--- config.mk ---
export PLATFORM = sky130hd
export DESIGN_NAME = asrv32_clint
export DESIGN_NICKNAME = d
export VERILOG_FILES = /design/src/rtl/asrv32_clint.sv
export SDC_FILE = /design/constraint.sdc
export NUM_CORES = 1
export LEC_CHECK = 0
export ABC_AREA = 1
export CAP_MARGIN = 20
export CORE_MARGIN = 4
export CORE_UTILIZATION = 30
export DETAILED_ROUTE_END_ITERATION = 8
export PLACE_DENSITY_LB_ADDON = 0.1
export RECOVER_POWER = 100
export SLEW_MARGIN = 20
export SYNTH_ARGS = -nofsm -noshare
export SYNTH_HDL_FRONTEND = slang
export SYNTH_SLANG_ARGS = --single-unit
--- constraint.sdc ---
create_clock -name i_clk -period 3 [get_ports i_clk]
set_input_delay 0.45 -clock i_clk [delete_from_list [all_inputs] [get_ports i_clk]]
set_output_delay 0.45 -clock i_clk [all_outputs]
set_load 0.005 [all_outputs]
--- src/rtl/asrv32_clint.sv ---
// asrv32_clint: CLINT-compatible shared mtime with prescaler plus per-hart mtimecmp/msip
module asrv32_clint #(
  parameter int NUM_HARTS = 1,
  parameter int PRESCALE = 1,
  parameter int ADDR_W = 16
) (
  input  logic                 i_clk,
  input  logic                 i_rst,
  input  logic                 i_req,
  input  logic                 i_wr_en,
  input  logic [ADDR_W-1:0]    i_addr,
  input  logic [31:0]          i_wdata,
  input  logic [3:0]           i_wr_mask,
  output logic                 o_ack,
  output logic [31:0]          o_rdata,
  output logic [63:0]          o_mtime,
  output logic [NUM_HARTS-1:0] o_mtip,
  output logic [NUM_HARTS-1:0] o_msip
);
  localparam int PW = PRESCALE > 1 ? $clog2(PRESCALE) : 1;
  logic [PW-1:0] pre;
  logic [63:0] mtime, mtime_nx;
  logic [63:0] cmp [NUM_HARTS];
  logic [63:0] cmp_nx [NUM_HARTS];
  logic [NUM_HARTS-1:0] msip, msip_nx, mtip_nx;
  logic [ADDR_W-1:0] off;
  logic [31:0] rd, bm;
  logic tick, wr, mt_lo, mt_hi;
  function automatic logic [31:0] mrg(input logic [31:0] o, input logic [31:0] d, input logic [31:0] m);
    return (o & ~m) | (d & m);
  endfunction
  assign off = {i_addr[ADDR_W-1:2], 2'b00};
  assign bm = {{8{i_wr_mask[3]}}, {8{i_wr_mask[2]}}, {8{i_wr_mask[1]}}, {8{i_wr_mask[0]}}};
  assign wr = i_req && i_wr_en;
  assign tick = pre == PW'(PRESCALE - 1);
  assign mt_lo = off == ADDR_W'(32'hBFF8);
  assign mt_hi = off == ADDR_W'(32'hBFFC);
  always_comb begin
    mtime_nx = (wr && mt_lo) ? {mtime[63:32], mrg(mtime[31:0], i_wdata, bm)} :
               (wr && mt_hi) ? {mrg(mtime[63:32], i_wdata, bm), mtime[31:0]} :
               tick ? mtime + 64'd1 : mtime;
    rd = mt_lo ? mtime[31:0] : mt_hi ? mtime[63:32] : 32'd0;
    msip_nx = msip;
    cmp_nx = cmp;
    mtip_nx = '0;
    for (int h = 0; h < NUM_HARTS; h++) begin
      if (off == ADDR_W'(4 * h)) begin
        rd = {31'd0, msip[h]};
        msip_nx[h] = (wr && i_wr_mask[0]) ? i_wdata[0] : msip[h];
      end
      if (off == ADDR_W'(32'h4000 + 8 * h)) begin
        rd = cmp[h][31:0];
        cmp_nx[h][31:0] = wr ? mrg(cmp[h][31:0], i_wdata, bm) : cmp[h][31:0];
      end
      if (off == ADDR_W'(32'h4004 + 8 * h)) begin
        rd = cmp[h][63:32];
        cmp_nx[h][63:32] = wr ? mrg(cmp[h][63:32], i_wdata, bm) : cmp[h][63:32];
      end
      mtip_nx[h] = mtime_nx >= cmp_nx[h];
    end
  end
  always_ff @(posedge i_clk) begin
    if (i_rst) begin
      mtime <= '0;
      pre <= '0;
      msip <= '0;
      o_ack <= 1'b0;
      o_rdata <= '0;
      o_mtip <= '0;
      for (int h = 0; h < NUM_HARTS; h++) cmp[h] <= '1;
    end else begin
      pre <= tick ? '0 : pre + 1'b1;
      mtime <= mtime_nx;
      cmp <= cmp_nx;
      msip <= msip_nx;
      o_mtip <= mtip_nx;
      o_ack <= i_req;
      o_rdata <= (i_req && !i_wr_en) ? rd : 32'd0;
    end
  end
  assign o_mtime = mtime;
  assign o_msip = msip;
endmodule
# Word-level counts from Yosys, hierarchy flattened
# Index checks and enable logic that the tools add are counted.
[word_totals]
register_bits = 164
input_bits = 56
out_inout_bits = 99
word_cells = 48
[classes]
n_addsub = 2
magnitude_cmp = 1
eq_ne = 4
n_mux = 12
bitwise = 12
reduce_logical = 10
[op_table]
columns = ["operator", "count"]
rows = [
  ["32-bit two-way mux", 9],
  ["64-bit two-way mux", 3],
  ["32-bit AND", 5],
  ["32-bit bitwise OR", 4],
  ["64-bit by 1-bit adder with 64-bit output (second input constant)", 1],
  ["64-bit greater-or-equal comparator", 1],
  ["32-bit inverter", 1],
  ["14-bit by 13-bit equality test with 1-bit output (second input constant)", 2],
  ["14-bit equality test (second input constant)", 2],
  ["16-bit logical NOT", 1],
  ["1-bit logical AND", 5],
  ["2-bit OR reduction", 2],
  ["1-bit inverter", 2],
  ["2-bit AND reduction", 1],
  ["1-bit adder (second input constant)", 1],
  ["1-bit logical NOT", 1],
]

# Depth between registers and ports, before layout
# Gate-level depths: netlist of the first run.
[logic_depth]
word_depth = 6
mapped_depth = 25
depth_no_buf = 25

# Least setup slack after synthesis of the first run
# Ideal clock, no wire load.
[synth_path]
path_kind = "input port to flip-flop"
startpoint = "input port i_addr[9]"
endpoint = "register o_mtip"
setup_ns = 0.057
t_arrival_ns = 2.740
slack_ns = 0.204
path_stages = 22
path_cell_list = "inv_1 > nor3_2 > nand2_2 > nor2_4 > nand2_2 > buf_6 > buf_2 > nand3_1 > nand2_1 > nand2_1 > inv_1 > ha_1 > nand2_1 > inv_1 > nand2_1 > nor2_1 > nand3_1 > nor3b_1 > nand4_1 > nand3_1 > nand2_1 > inv_1"
[synth_via]
elab_chain_len = 5
[synth_rtl]
columns = ["item", "line", "text"]
rows = [
  ["start, declared", "11", "input logic [ADDR_W-1:0] i_addr,"],
  ["14-bit equality test", "37", "assign mt_hi = off == ADDR_W'(32'hBFFC);"],
  ["1-bit logical AND", "40", "(wr && mt_hi) ? {mrg(mtime[63:32], i_wdata, bm), mtime[31:0]} :"],
  ["64-bit two-way mux", "40", ""],
  ["64-bit two-way mux *", "39", "mtime_nx = (wr && mt_lo) ? {mtime[63:32], mrg(mtime[31:0], i_wdata, bm)} :"],
  ["named net mtime_nx[63]", "22", "logic [63:0] mtime, mtime_nx;"],
  ["64-bit greater-or-equal comparator *", "59", "mtip_nx[h] = mtime_nx >= cmp_nx[h];"],
  ["end signal, assigned", "76", "o_mtip <= mtip_nx;"],
  ["end, declared", "17", "output logic [NUM_HARTS-1:0] o_mtip,"],
]
# Mark *: on every way through the listed nets, which the timed path passes. The rest lies on a longest branch.
# A chain may end at the register's enable or synchronous reset.

# Worst setup path in the final report of the first run
[layout_path]
startpoint = "register mtime[37] (netlist: o_mtime[37])"
endpoint = "register o_mtip"
[layout_via]
elab_chain_len = 5
[layout_rtl]
columns = ["item", "line", "text"]
rows = [
  ["start, declared", "22", ""],
  ["start signal, assigned", "73", "mtime <= mtime_nx;"],
  ["64-bit by 1-bit adder with 64-bit output", "41", "tick ? mtime + 64'd1 : mtime;"],
  ["64-bit two-way mux", "41", ""],
  ["64-bit two-way mux", "40", ""],
  ["64-bit two-way mux", "39", ""],
  ["named net mtime_nx[38]", "22", ""],
  ["64-bit greater-or-equal comparator", "59", ""],
]
# The timed path passes the listed nets, and every way through them passes these cells.

==> metrics.md, run 1 <==
| Metric | Value |
|---|---|
| Status | `finished with violations` |
| Failing checks | `setup timing` |
| Data arrival, critical path | `3.69 ns` |
| VDD IR max | `0.0004178 V` |
| Yosys top cell by area | `dfxtp_1` |
| Hold Crit Class | `reg -> reg` |
| I/O pins | `155` |
| Cell area after layout | `0.01913 sq mm` |
| Share of cells above drive strength 1 | `32.74%` |
| Most frequent cell after synthesis | `nand2_1` |
| Top-area cell type share of the netlist area | `28.66%` |
| Post-synthesis sequential area ratio | `28.66%` |
| Ys flop type | `dfxtp_1` |
| Post-synth EDFFs | `0` |
| CTS max path bufs | `2` |
| Vias | `14,980` |
| Die Y | `203.4 um` |
| Pwr Total | `0.004628 W` |
| Critical-path maximum fanout | `3` |
| Hpwl dp | `44.58 mm` |
| Max cap viols | `0` |
| Measured slew at the worst slew-check pin | `0.6988 ns` |
| P per Cell Area | `241.8 mW/mm^2` |
| ANT nets after route | `0` |
| WS Path Type | `reg -> reg` |
| Number of global-route vias before repair | `14,860` |
| Vias per inst | `4.912` |
| Input/output buffers | `152` |
| Core ar. | `0.03767 sq mm` |
| Final setup viols | `3` |
| Sequential cell area | `0.003339 sq mm` |
| RSZ-0062 raised after global routing | `yes` |
| Routability cong. | `0.9635` |
| Post-layout min period | `3.286 ns` |
| Post-Route WL | `56.88 mm` |
| Initial Util | `30.41%` |
| Worst-path clk slew | `0.07 ns` |
| First drt pass iteration count | `5` |
| DRC Markers | `0` |
| Worst Skew | `0.01466 ns` |
| Die Width | `203.4 um` |
| R2R depth | `24` |
| First DRT Iteration DRCs | `997` |
| Yosys warns | `0` |
| Final hold viol count | `0` |
| Relative slew margins | `53.34%` |
| Crit. End Element | `flip-flop` |
| Ant diodes | `0` |
| Initial antenna violation count | `0` |
| Syn-to-layout area delta | `67.03%` |
| Clock sink count | `164` |
| Synth top area cells | `dfxtp_1, nand2_1, nor2_1, inv_1, ha_1` |
| Element type at the critical path start | `flip-flop` |
| Multi-input gate area | `0.007732 sq mm` |
| Rows | `71` |
| Logic pwr share | `8.3%` |
| Clock tree root driver cell | `clkbuf_16` |
| Flops & latches, synth | `164` |
| Nets | `2,648` |
| Post-Synthesis Cell Area | `0.01146 sq mm` |
| Most instantiated cells after synthesis | `nand2_1, nor2_1, inv_1` |
| Fin util | `50.80%` |
| Clock share of power | `44.5%` |
| Overflow after GRT | `0` |
| Largest net degree at the start of global routing | `36` |
| Routed len/inst | `18.66 um` |
| H-tree level count | `4` |
| Hold slack | `0.4634 ns` |
| Pre-CTS WS | `-1.313 ns` |
| Synth Net Count | `1,975` |
| Clock Latency Late Sink | `0.46 ns` |
| CTS buffer count | `17` |
| Post-synth cell types | `42` |
| Dpl cell area | `0.01706 sq mm` |
| Avg Cell Area, Syn | `6.179 sq um` |
| Worst path required time | `3.40 ns` |
| Hold depth | `2` |
| Final max-slew violation count | `0` |
| Leakage | `9.052 nW` |
| Post-route setup slack | `-0.2859 ns` |
| Internal Pwr Total | `0.003416 W` |
| First-pass GRT wire length | `86.15 mm` |
| Sw frac | `26.17%` |
| GRT Overall Usage | `26.79%` |
| Highest clock rate | `304.3 MHz` |
| Asr flop ratio synth | `0%` |
| Die ar. | `0.04138 sq mm` |
| Fin crit share | `109.5%` |
| Post-Synthesis Cells | `1,854` |
| CTS tree | `built` |
| Flop pwr share | `47.1%` |
| Switching power | `0.001211 W` |
| # fillers | `3,823` |
[metrics by stage]
stage	cells	TNS, ns
finish	3049	-0.8135
global placement	2929	-1.226
global route	3049	-1.272
floorplan	1854	0
detailed placement	2929	-1.313
CTS	3034	-0.6014
[final cells by class]
type                       instances  area share [%]
sequential                       164           17.45
clock buffer                      21           2.354
tap                              511           3.341
clock inverter                     9          0.3139
multi-input combinational       1396           40.41
inverter                         224           4.394
timing repair buffer             724           31.73
[critical path, stage by stage (launching register included)]
cell     delay, ns
dfxtp_1       0.33
buf_4         0.15
nand2_4       0.09
inv_1         0.04
nand2_1       0.09
nor2_1        0.06
buf_4         0.13
buf_4         0.13
inv_2         0.06
nor2_4        0.04
buf_4         0.15
o21ai_1       0.11
buf_4         0.11
nand2_1       0.05
nand2_2       0.08
inv_2         0.05
ha_4          0.25
nand2_2       0.07
nor2_4        0.14
nand4_1       0.45
nor3b_4       0.34
nand4_1       0.12
nand3_1       0.10
nand2_1       0.05
inv_1         0.05
[registers in the layout (all words and copies together) (netlist names)]
register and cells:
o_mtip 1, o_ack 1, cmp 64, pre 1, o_msip 1, o_rdata 32, o_mtime 64
[worst paths after layout]
check	slack, ns	start	end
hold / removal	0.46	o_msip$_SDFFE_PP0P_	o_msip$_SDFFE_PP0P_
setup / recovery	-0.29	o_mtime[37]$_SDFF_PP0_	o_mtip$_SDFF_PP0_
setup reg to reg	-0.29	o_mtime[37]$_SDFF_PP0_	o_mtip$_SDFF_PP0_
hold reg to reg	0.46	o_msip$_SDFFE_PP0P_	o_msip$_SDFFE_PP0P_
[metal layers]
metal  up-vias  wire (um)  track usage [%]
met5         -          0                0
met4         0       1860            8.094
met3        94       2852            3.753
met2       391      25550            43.52
met1      7085      26620            37.11
li1       7408          -                -
[placed cells by master, fill, tap and decap left out, types with 4 or more instances in the layout]
master           netlist  routed
a41oi_1               31      31
o21ai_1               10      17
dfxtp_1              164     133
o31ai_1                6       6
buf_12                 0      15
o21bai_1               4       4
ha_4                   0       8
clkinv_2               0       4
o22ai_1               41      40
dlygate4sd2_1          0      13
o21ai_0              121     109
nor2_1               238     201
nor2_2                 8      27
a21oi_1               92      89
nand2_4                0      16
o21ai_2                0       5
nor3_1                28      18
dfxtp_2                0      24
nor3_4                 2       6
nand2_2                6      36
inv_2                  6      27
nor2_4                 3      21
or2_1                  6       5
clkbuf_16              0      17
nand3_1              132     115
dfxtp_4                0       7
buf_6                  3      22
nor3_2                 7      13
inv_1                218     197
o211ai_1               8       8
nand3_2                1      16
ha_1                  65      57
or2_2                 14      14
xor2_1                18      18
nand2_1              516     469
clkdlybuf4s50_1        0     138
buf_4                  5     534
nand4_1               25      25
[power by group through the flow]
stage	Clock (W)	Sequential, W	Combinational, W
after floorplan	0	0.00224	0.000139
after global placement	0	0.00224	0.000370
after detailed placement	0	0.00224	0.000372
after CTS	0.00211	0.00218	0.000380
after global routing	0.00218	0.00218	0.000416
final	0.00206	0.00218	0.000385
[repair_timing]
action                     in CTS  in global routing
buffers inserted               76                 15
setup endpoints to repair       1                  3
pin swaps                      68                 60
hold buffers                    0                  0
resized for setup             197                 89
[kinds of logic after synthesis]
kind of cell	synth area share, %
other	0.03273
adder cells (fa/ha/maj)	7.099
AO/OA/AOI/OAI	15.78
buffers and inverters	10.18
XOR/XNOR	1.376
flip-flops	28.66
AND/OR/NAND/NOR	36.87
No activity file was read; power rests on OpenSTA's default activity.
==> run 2, diff against run 1 <==
CORE_UTILIZATION = 35   (was 30)
DONT_BUFFER_PORTS = 1   (was unset)
==> run 2 against run 1 <==
The flow still finishes with violations (setup timing). Largest power group is now the clock network. Critical path type unchanged. Core utilization increased by 2.2 points. Clock skew decreased by 0.0028 ns. Final cell count decreased by 10%. Design area shrank 11%. Hold slack got worse by 0.41 ns.
==> metrics.md, run 2 (synthesized netlist as in run 1, its figures left out) <==
| Metric | Value |
|---|---|
| Worst path required time | `3.41 ns (about the same)` |
| H-tree level count | `4 (unchanged)` |
| Crit. End Element | `flip-flop` |
| Die Y | `188.9 um (-7.1%)` |
| Post-layout min period | `3.110 ns (-0.1760 ns)` |
| CTS max path bufs | `2 (unchanged)` |
| Fin crit share | `103.7% (-5.9 points)` |
| Hold Crit Class | `in -> reg` |
| Most frequent CP cell | `buf_4` |
| Largest stage delay, worst path | `0.33 ns (-0.12 ns)` |
| Syn-to-layout area delta | `47.94%` |
| Flop pwr share | `46.5% (-0.6 points)` |
| Number of global-route vias before repair | `13,770 (-7.3%)` |
| Routability cong. | `1.021 (+5.9%)` |
| First-pass GRT wire length | `80.12 mm (-7.0%)` |
| Sw frac | `25.42% (-0.75 points)` |
| Sequential cell area | `0.003372 sq mm (+0.97%)` |
| Hold slack | `0.05083 ns (-0.4125 ns)` |
| Post-route setup slack | `-0.1099 ns (+0.1760 ns)` |
| Highest clock rate | `321.6 MHz (+5.7%)` |
| Critical-path maximum fanout | `2 (-1)` |
| Most common cell after layout, fill and taps aside | `nand2_1` |
| Post-Route WL | `53.13 mm (-6.6%)` |
| Max cap viols | `0 (unchanged)` |
| Ant diodes | `0 (unchanged)` |
| Worst-path clk slew | `0.07 ns (about the same)` |
| Die Width | `188.9 um (-7.1%)` |
| Measured slew at the worst slew-check pin | `0.8331 ns (+0.1343 ns)` |
| Final setup viols | `2 (-1)` |
| Fin util | `53.02% (+2.2 points)` |
| Logic pwr share | `4.9% (-3.4 points)` |
| GRT Overall Usage | `29.05% (+2.3 points)` |
| Final hold viol count | `0 (unchanged)` |
| Die ar. | `0.03569 sq mm (-14%)` |
| Hpwl dp | `41.49 mm (-6.9%)` |
| Vias | `14,200 (-5.2%)` |
| Worst Skew | `0.01185 ns (-0.002813 ns)` |
| First drt pass iteration count | `5 (unchanged)` |
| Data arrival, critical path | `3.52 ns (-0.17 ns)` |
| P per Cell Area | `276.0 mW/mm^2 (+14%)` |
| Clock tree root driver cell | `clkbuf_16` |
| Initial antenna violation count | `2 (+2)` |
| Core ar. | `0.03196 sq mm (-15%)` |
| Overflow after GRT | `0 (unchanged)` |
| First DRT Iteration DRCs | `1,023 (+2.6%)` |
| Clock sink count | `164 (unchanged)` |
| WS Path Type | `reg -> reg` |
| Share of cells above drive strength 1 | `33.84% (+1.1 points)` |
| Clock Latency Late Sink | `0.46 ns (about the same)` |
| RSZ-0062 raised after global routing | `yes` |
| Initial Util | `35.84% (+5.4 points)` |
| Most frequent cells in the layout | `nand2_1, buf_4, inv_1` |
| Internal Pwr Total | `0.003488 W (+2.1%)` |
| Largest net degree at the start of global routing | `67 (+86%)` |
| Element type at the critical path start | `flip-flop` |
| Relative slew margins | `44.46% (-8.9 points)` |
| Nets | `2,416 (-8.8%)` |
| Slowest cell on the critical path | `dfxtp_2` |
| Multi-input gate area | `0.007838 sq mm (+1.4%)` |
| Leakage | `7.973 nW (-12%)` |
| Rows | `65 (-8.5%)` |
| # fillers | `3,289 (-14%)` |
| Clock share of power | `48.6% (+4.1 points)` |
| Failing checks | `setup timing` |
| Switching power | `0.001189 W (-1.8%)` |
| Input/output buffers | `0 (-100%)` |
| CTS buffer count | `17 (unchanged)` |
| Vias per inst | `5.175 (+5.4%)` |
| I/O pins | `155 (unchanged)` |
| DRC Markers | `0 (unchanged)` |
| Routed len/inst | `19.37 um (+3.8%)` |
| Status | `finished with violations` |
| CTS tree | `built` |
| ANT nets after route | `0 (unchanged)` |
| VDD IR max | `0.0003955 V (-5.3%)` |
| Final max-slew violation count | `0 (unchanged)` |
[run 2: changes by cell type in the layout (fill, tap and decap cells not counted), moves of 14 or more]
cell             before  now
clkdlybuf4s50_1     138    0
buf_4               534  445
clkbuf_1              3   26
nor2_2               27   44
nand2_2              36   51
buf_6                22    8
dfxtp_1             133  119
[run 2: repair_timing]
action / CTS / global route
setup endpoints to repair: 1 / 3
buffers inserted: 52 / 11
resized for setup: 146 / 161
pin swaps: 40 / 83
hold endpoints to repair: 0 / 0
hold buffers: 0 / 0
[run 2: worst paths after layout]
path | startpoint | end | slack [ns] | cells after the start
hold reg to reg | o_msip$_SDFFE_PP0P_ | o_msip$_SDFFE_PP0P_ | 0.49 | 2
setup reg to reg | o_mtime[30]$_SDFF_PP0_ | o_mtip$_SDFF_PP0_ | -0.11 | 26
setup / recovery | o_mtime[30]$_SDFF_PP0_ | o_mtip$_SDFF_PP0_ | -0.11 | 26
hold / removal | i_rst | o_ack$_SDFF_PP0_ | 0.05 | 1
[run 2: per-stage QoR]
step           setup WS, ns  cells  cell area [sq um]  TNS [ns]  power [W]
2_1_floorplan        0.2038   1854              11460         0   0.002375
3_3_place_gp        -0.7709   2652              15100   -0.7709   0.002454
3_5_place_dp        -0.7601   2652              15100   -0.7601   0.002453
4_1_cts            -0.08515   2736              16460   -0.1360   0.004717
5_1_grt             -0.3231   2743              16950   -0.6158   0.004820
6_report            -0.1099   2743              16950   -0.2080   0.004677
[run 2: area by class of cell]
class                      count  share of cell area [%]
tap                          435                   3.212
timing repair buffer         492                   22.28
clock buffer                  17                   2.510
sequential                   164                   19.90
multi-input combinational   1396                   46.25
clock inverter                15                  0.8933
inverter                     224                   4.961
[run 2: power by group through the flow]
stage | clock network (W) | registers, W | logic, W
finish | 0.00227 | 0.00218 | 0.000228
global route | 0.00240 | 0.00218 | 0.000249
CTS | 0.00231 | 0.00218 | 0.000224
detailed placement | 0 | 0.00223 | 0.000219
global placement | 0 | 0.00223 | 0.000219
floorplan | 0 | 0.00224 | 0.000139
[run 2: routing by layer]
metal	wire, um	vias to the layer above	track usage [%]
li1	-	6963	-
met1	23950	6681	38.94
met2	23810	445	46.24
met3	3668	103	6.822
met4	1681	4	9.557
met5	20	-	0
[run 2: critical path: cells and delay by family, from the launching register on]
family | cells | cell delay [ns]
and+or+nand+nor | 11 | 1.16
DFF | 1 | 0.33
AOI/OAI and AO/OA | 1 | 0.06
adders and majority gates | 1 | 0.13
buffers and inverters | 13 | 1.36
